### src/rtl/seq_match_logger.sv
// Timestamped match logger: captures the free-running ts on each det pulse
// into a first-word-fall-through FIFO, with match and drop counters.
module seq_match_logger #(
  parameter int TS_W   = 16,
  parameter int DEPTH  = 8,
  parameter int DROP_W = 8
) (
  input  logic                       clk,
  input  logic                       rst,
  input  logic                       det,
  input  logic                       clr,
  output logic [TS_W-1:0]            rd_data,
  output logic                       rd_valid,
  input  logic                       rd_ready,
  output logic [15:0]                match_cnt,
  output logic [DROP_W-1:0]          drop_cnt,
  output logic [$clog2(DEPTH):0]     level,
  output logic                       full
);

  localparam int AW = $clog2(DEPTH);
  localparam int LW = AW + 1;

  logic [TS_W-1:0] ts;
  logic [TS_W-1:0] mem [DEPTH];
  logic [AW-1:0]   wp;
  logic [AW-1:0]   rp;
  logic            pop;
  logic            push;
  logic            wipe;

  assign wipe     = rst | clr;
  assign rd_valid = (level != '0);
  assign full     = (level == LW'(DEPTH));
  assign rd_data  = mem[rp];
  assign pop      = rd_valid & rd_ready;
  assign push     = det & (~full | pop);

  // Storage is never cleared; only pointers and level are.
  always_ff @(posedge clk) begin
    if (!wipe && push) begin
      mem[wp] <= ts;
    end
  end

  always_ff @(posedge clk) begin
    if (wipe) begin
      ts        <= '0;
      wp        <= '0;
      rp        <= '0;
      level     <= '0;
      match_cnt <= '0;
      drop_cnt  <= '0;
    end else begin
      ts <= ts + 1'b1;
      if (push) begin
        wp <= wp + 1'b1;
      end
      if (pop) begin
        rp <= rp + 1'b1;
      end
      unique case ({push, pop})
        2'b10:   level <= level + 1'b1;
        2'b01:   level <= level - 1'b1;
        default: level <= level;
      endcase
      if (det) begin
        match_cnt <= match_cnt + 1'b1;
      end
      if (det && full && !pop && drop_cnt != '1) begin
        drop_cnt <= drop_cnt + 1'b1;
      end
    end
  end

endmodule

### config.mk
export PLATFORM = sky130hd
export DESIGN_NAME = seq_match_logger
export DESIGN_NICKNAME = d
export VERILOG_FILES = /design/src/rtl/seq_match_logger.sv
export SDC_FILE = /design/constraint.sdc
export NUM_CORES = 1
export LEC_CHECK = 0
export CORE_ASPECT_RATIO = 0.9
export CORE_MARGIN = 2
export CORE_UTILIZATION = 40
export CTS_BUF_LIST = sky130_fd_sc_hd__clkbuf_8 sky130_fd_sc_hd__clkbuf_16
export DETAILED_ROUTE_END_ITERATION = 10
export HOLD_SLACK_MARGIN = 0.03
export SLEW_MARGIN = 20
export SYNTH_ARGS = -nofsm -noshare
export SYNTH_HDL_FRONTEND = slang
export SYNTH_SLANG_ARGS = --single-unit
### constraint.sdc
create_clock -name clk -period 3 [get_ports clk]
set_clock_uncertainty 0.2 [all_clocks]
set_input_delay 0.3 -clock clk [delete_from_list [all_inputs] [get_ports clk]]
set_output_delay 0.3 -clock clk [all_outputs]
set_load 0.02 [all_outputs]
# ---- Word-level counts from Yosys, hierarchy flattened
# Memory sizes are Yosys's and may differ from the RTL's. A register that Yosys moved wholly into a read port is not among the register bits.
# Cells that the tools add are included.
dict set report totals {
  reg_bits 50
  ramBits 128
  output_inout_bits 46
  mem_count 1
  input_bits 5
  wordCells 36
}
# name words word_bits rd rd_clocked_by_memory_dff wr line_no
set mem_list {}
lappend mem_list {mem 8 16 1 1 1 25} ;# logic [TS_W-1:0] mem [DEPTH];
dict set report op_classes {
  n_addsub 7
  n_reduce_logical 8
  n_bitwise 5
  muxes 5
  n_eq_ne 4
}
# cell count
set ops {}
lappend ops {{$add A16 B1 Y16 const B} 2}
lappend ops {{$add A8 B1 Y8 const B} 1}
lappend ops {{$ne A8 B8 Y1 const B} 1}
lappend ops {{$pmux W4 S2} 1}
lappend ops {{$add A3 B1 Y3 const B} 2}
lappend ops {{$mux W3} 2}
lappend ops {{$add A4 B1 Y4 const B} 1}
lappend ops {{$eq A4 B4 Y1 const B} 1}
lappend ops {{$logic_and A1 B1 Y1} 4}
lappend ops {{$reduce_bool A4 Y1} 1}
lappend ops {{$sub A4 B1 Y4 const B} 1}
lappend ops {{$and A1 B1 Y1} 2}
lappend ops {{$eq A2 B1 Y1 const B} 1}
lappend ops {{$eq A2 B2 Y1 const B} 1}
lappend ops {{$logic_not A1 Y1} 2}
lappend ops {{$mux W1} 2}
lappend ops {{$or A1 B1 Y1} 2}
lappend ops {{$reduce_bool A2 Y1} 1}
lappend ops {{$not A1 Y1} 1}

# ---- Longest topological paths before layout
dict set report depth {
  depth_word 7
  depth_mapped 8
  depth_no_buf 7
}

# ---- Worst setup path after synthesis
# No wires, ideal clock.
dict set report synth_path {
  path_kind {register to register}
  from {register level[0]}
  to {memory mem[0][0], enable pin}
  path_buffers 0
  t_required_ns 2.391
  synth_period_minus_slack_ns 2.930
  path_stages_with_launch 5
  setup_ns 0.409
  path_slack_ns 0.070
  arrival_time_ns 2.321
  cell_sequence {dfxtp_1 -> or4b_4 -> o21ai_2 -> or3_1 -> nor3_1}
}
dict set report synth_between {
  elab_chain_len 7
  elab_cells_between_ends 9
  cone_classes {eq/ne: 1; mux: 2; bitwise: 4; reduce/logical: 2}
}
# element line_no
set synth_lines {}
lappend synth_lines {{start: declaration} 17} ;# output logic [$clog2(DEPTH):0] level,
lappend synth_lines {{start signal: assignment} 63} ;# 2'b10: level <= level + 1'b1;
lappend synth_lines {{start signal: assignment} 64} ;# 2'b01: level <= level - 1'b1;
lappend synth_lines {{start signal: assignment} 65} ;# default: level <= level;
lappend synth_lines {{$reduce_bool A4 Y1 or $eq A4 B4 Y1 (tied branches)} {33, 34}}
lappend synth_lines {{$and A1 B1 Y1 or $not A1 Y1 (tied branches)} {36, 37}}
lappend synth_lines {{$or A1 B1 Y1 (*)} 37} ;# assign push = det & (~full | pop);
lappend synth_lines {{$and A1 B1 Y1 (*)} 37}
lappend synth_lines {{$logic_and A1 B1 Y1 (*)} 41} ;# if (!wipe && push) begin
lappend synth_lines {{$mux W1 (*)} 41}
lappend synth_lines {{$mux W1 (not written as such) (*)} 42} ;# mem[wp] <= ts;
lappend synth_lines {{end: declaration} 25}
# Every way passes the cells marked *; elsewhere a longest branch is shown, timed or not.

==> results_tabular.tex <==
\begin{tabular}{lr}
\hline
Metric & Value \\
\hline
\multicolumn{2}{l}{\textbf{Drt}} \\
\quad Number of detailed-routing iterations run before antenna repair & 4 \\
\quad Vias per std cell & 5.153 \\
\quad Iter 0 DRT Violations & 240 \\
\quad Final routed DRC violation total & 0 \\
\quad Avg WL per Cell & 17.78 µm \\
\quad Vias after detailed routing & 4,066 \\
\quad Count of antenna-violating nets left after detailed routing & 0 \\
\quad Final wirelength & 14.03 mm \\
\multicolumn{2}{l}{\textbf{Die}} \\
\quad Core area & between 15,000 and 20,000 µm² \\
\quad Die X & 145.8 µm \\
\quad Y dimension of the die & between 100 and 150 µm \\
\quad I/O pin total & 51 \\
\quad Floorplan die area & 19,200 µm² \\
\quad Cell row count & 46 \\
\quad Starting density of the core & between 40 and 50\% \\
\multicolumn{2}{l}{\textbf{Pwr}} \\
\quad Power density over the cells & 574.2 nW/µm² \\
\quad Total power & 5.015 mW \\
\quad Total leakage power & 2.690 nW \\
\quad Worst VDD drop & 523.4 µV \\
\multicolumn{2}{l}{\textbf{Timing}} \\
\quad Setup violators final & 0 \\
\quad Min Tclk post-route & 2.908 ns \\
\quad Peak clock frequency supported by timing & 0.3438 GHz \\
\quad Final count of pins violating max slew & 0 \\
\quad Hold Worst Slack & 0.2935 ns \\
\quad Worst slew margin relative to its limit & 63.09\% \\
\quad Fin Setup TNS & 0 ns \\
\quad Transition time of the tightest slew-check pin & 0.5520 ns \\
\quad RSZ-0062 raised after global routing & no \\
\quad Count of endpoints failing hold in the final timing report & 0 \\
\quad Final clock period utilization by the worst path & between 90\% and 100\% \\
\multicolumn{2}{l}{\textbf{Worst setup path}} \\
\quad Signal arrival time at the worst endpoint & 2.41 ns \\
\quad Depth of the most critical reg-to-reg path & 7 \\
\quad Reg2reg end & level[2]\$\_SDFFE\_PP0P\_ \\
\quad Maximum fanout along the worst path & 16 \\
\quad Start-to-end type of the worst setup path & register to output port \\
\quad Worst-case register-to-register setup slack & $\sim$0.44 ns \\
\quad WP data required & 2.50 ns \\
\quad Element type at the critical path start & register \\
\quad CP Capture Type & output port \\
\quad Worst flop-to-flop path startpoint & level[0]\$\_SDFFE\_PP0P\_ \\
\multicolumn{2}{l}{\textbf{Logic synthesis}} \\
\quad Top post-synthesis cells by count & sky130\_fd\_sc\_hd\_\_edfxtp\_1 (128), sky130\_fd\_sc\_hd\_\_dfxtp\_1 (53), sky130\_fd\_sc\_hd\_\_nor2\_1 (45) \\
\quad Number of warnings reported in the yosys synthesis log & 0 \\
\quad Fraction of post-synthesis cell area in the top cell type by area & 53.08\% \\
\quad Synthesized area & 7241 µm² \\
\quad Number of enable-type register cells in the synthesized netlist & 128 \\
\quad Post-synthesis sequential area ratio & 67.74\% \\
\quad Library cell with the highest instance count after synthesis & sky130\_fd\_sc\_hd\_\_edfxtp\_1 \\
\quad Number of instances in the synthesized netlist & 469 \\
\quad Async set-or-reset flop fraction in the synthesized netlist & 0\% \\
\quad Syn\_nets & 480 \\
\quad Number of distinct library cell variants in the gate-level netlist after synthesis & 42 \\
\quad Commonest register cell after synthesis & sky130\_fd\_sc\_hd\_\_edfxtp\_1 \\
\quad Largest cells by area after synthesis & sky130\_fd\_sc\_hd\_\_edfxtp\_1 (53\%), sky130\_fd\_sc\_hd\_\_dfxtp\_1 (15\%), sky130\_fd\_sc\_hd\_\_mux4\_2 (10\%) \\
\quad Flop and latch count out of synthesis & between 150 and 200 \\
\quad Average instance area after synthesis & 15.44 µm² \\
\quad Synth area leader & sky130\_fd\_sc\_hd\_\_edfxtp\_1 \\
\multicolumn{2}{l}{\textbf{Place}} \\
\quad Count of input and output buffers & 50 \\
\quad DP Cell Count & 757 \\
\quad Placed wire-length estimate after detailed placement & approximately 8.3 mm \\
\quad Final GP Congestion & 0.7889 \\
\quad Placed instance area & 8123 µm² \\
\multicolumn{2}{l}{\textbf{Cells and area}} \\
\quad Sequential cell area & between 4000 and 5000 µm² \\
\quad Fraction of final layout cells sized beyond drive strength 1 & 20.04\% \\
\quad Number of filler cells placed in the layout & 1,544 \\
\quad Final net count & around 550 \\
\quad Final standard cell area without fillers & 8735 µm² \\
\quad Synthesis-to-finish area growth & 20.63\% \\
\quad Area occupied by multi-input gates & 2215 µm² \\
\quad Count of inserted antenna diode cells & 0 \\
\quad Post-layout instance count excluding filler cells & roughly 790 \\
\multicolumn{2}{l}{\textbf{Worst hold path}} \\
\quad Type of the tightest min-delay check & register to register \\
\quad Worst min-delay path startpoint & rp[1]\$\_SDFFE\_PP0N\_ \\
\quad Hold Path Stages & 2 \\
\multicolumn{2}{l}{\textbf{Clocking}} \\
\quad Clock sink total & between 150 and 200 \\
\quad CTS tree & built \\
\quad Clock-pin slew reported for the worst setup and hold paths after clock tree synthesis & 0.06 ns \\
\quad Buffer depth of the longest clock path & 2 \\
\quad Clock network latency to the later pin of the worst-skew pair & 0.42 ns \\
\quad H-tree lvl count & 4 \\
\quad Total CTS buffers & 17 \\
\quad Number of instances resized during post-cts repair & 0 \\
\quad Clock Tree Root & sky130\_fd\_sc\_hd\_\_clkbuf\_16 \\
\multicolumn{2}{l}{\textbf{Global routing}} \\
\quad Residual overflow from global routing & 0 \\
\quad Met3 track utilization from global routing & 4.236\% \\
\quad Initial antenna violation count & 0 \\
\quad Maximum number of pins on one net before global-route repair & 51 \\
\quad Number of global-route vias before repair & 4,024 \\
\quad Met1 Usage GRT & 19.86\% \\
\quad Met2 Resource Use GR & 24.14\% \\
\quad Global routing's busiest layer & met2 \\
\quad Total Routing Usage GR & $\sim$15\% \\
\quad Global-route wire length before repair & 22.06 mm \\
\multicolumn{2}{l}{\textbf{Run}} \\
\quad Max\_cap viols & 0 \\
\multicolumn{2}{l}{\textbf{Status}} \\
\quad Outcome & completed \\
\hline
\end{tabular}
[kinds of logic after synthesis]
family | Yosys count | synth area share (%)
multiplexers | 51 | 12.86
XOR/XNOR | 31 | 3.750
AND/OR/NAND/NOR | 137 | 9.781
buffers and inverters | 29 | 1.814
AO/OA/AOI/OAI | 34 | 3.024
adder cells (fa/ha/maj) | 6 | 1.037
flip-flops | 181 | 67.74
[where the power goes]
part           switching [mW]  internal, mW  total, mW
logic                  0.0688        0.0660      0.135
clock network           0.907          1.30       2.21
registers              0.0139          2.66       2.67
[final cells by class]
type                       instances  area share, %
clock buffer                      17          4.870
clock inverter                    14          1.848
inverter                           7         0.3008
multi-input combinational        259          25.35
sequential                       181          56.17
tap                              240          3.438
timing repair buffer              71          8.022
[worst max-delay path: stages, from the launching register on]
cell                              delay (ns)
sky130_fd_sc_hd__dfxtp_2                0.41
sky130_fd_sc_hd__clkbuf_16              0.24
sky130_fd_sc_hd__mux4_2                 0.51
sky130_fd_sc_hd__mux2_2                 0.28
sky130_fd_sc_hd__clkdlybuf4s50_1        0.54
[registers in the layout (all words and copies together) (netlist names), named ones only]
signal     count
rp             3
drop_cnt       8
ts            16
mem          128
match_cnt     16
level          4
wp             3
[repair_timing]
action,CTS,global route
hold buffers,0,0
setup endpoints to repair,0,6
buffers inserted,0,0
[through the flow]
stage          utilization [%]  worst slack, ns
6_report                 49.43          0.09158
5_1_grt                  49.43          0.01454
4_1_cts                  49.29          0.03259
3_5_place_dp             45.97           0.4800
3_3_place_gp             45.97           0.4896
2_1_floorplan                -          0.06978
[cells in the final DEF, fill, tap and decap left out, types with 2 or more instances in the layout]
master,count
sky130_fd_sc_hd__mux4_2,32
sky130_fd_sc_hd__o21ai_0,9
sky130_fd_sc_hd__clkdlybuf4s50_1,50
sky130_fd_sc_hd__clkbuf_16,18
sky130_fd_sc_hd__mux2i_1,3
sky130_fd_sc_hd__nor4_1,11
sky130_fd_sc_hd__nor2_1,45
sky130_fd_sc_hd__nand3_1,14
sky130_fd_sc_hd__ha_1,6
sky130_fd_sc_hd__or3_1,9
sky130_fd_sc_hd__edfxtp_1,128
sky130_fd_sc_hd__buf_12,2
sky130_fd_sc_hd__xor2_1,12
sky130_fd_sc_hd__nor3_1,11
sky130_fd_sc_hd__nand2b_1,5
sky130_fd_sc_hd__clkinvlp_4,2
sky130_fd_sc_hd__nor3_2,4
sky130_fd_sc_hd__buf_4,18
sky130_fd_sc_hd__or4_1,5
sky130_fd_sc_hd__nand4_1,11
sky130_fd_sc_hd__xnor2_1,19
sky130_fd_sc_hd__nand2_1,15
sky130_fd_sc_hd__mux2_2,16
sky130_fd_sc_hd__a21oi_1,12
sky130_fd_sc_hd__dfxtp_1,52
sky130_fd_sc_hd__inv_1,8
sky130_fd_sc_hd__bufinv_16,3
sky130_fd_sc_hd__o31ai_1,4
sky130_fd_sc_hd__clkinv_2,4
[per-layer routing]
layer / share of wire [%] / vias to the layer above
li1: - / 1937
met1: 46 / 2042
met2: 49 / 77
met3: 3.9 / 10
met4: 1.1 / 0
met5: 0 / -
[worst max-delay path by stage]
stage | endpoint | slack [ns] | depth (start not counted)
2_1_floorplan | mem[0][0]$_DFFE_PP_ | 0.07 | 4
3_3_place_gp | level[2]$_SDFFE_PP0P_ | 0.49 | 7
3_5_place_dp | mem[4][9]$_DFFE_PP_ | 0.48 | 6
4_1_cts | rd_data[1] | 0.03 | 4
5_1_grt | rd_data[15] | 0.01 | 4
6_report | rd_data[12] | 0.09 | 4
(Power assumes the default switching activity.)
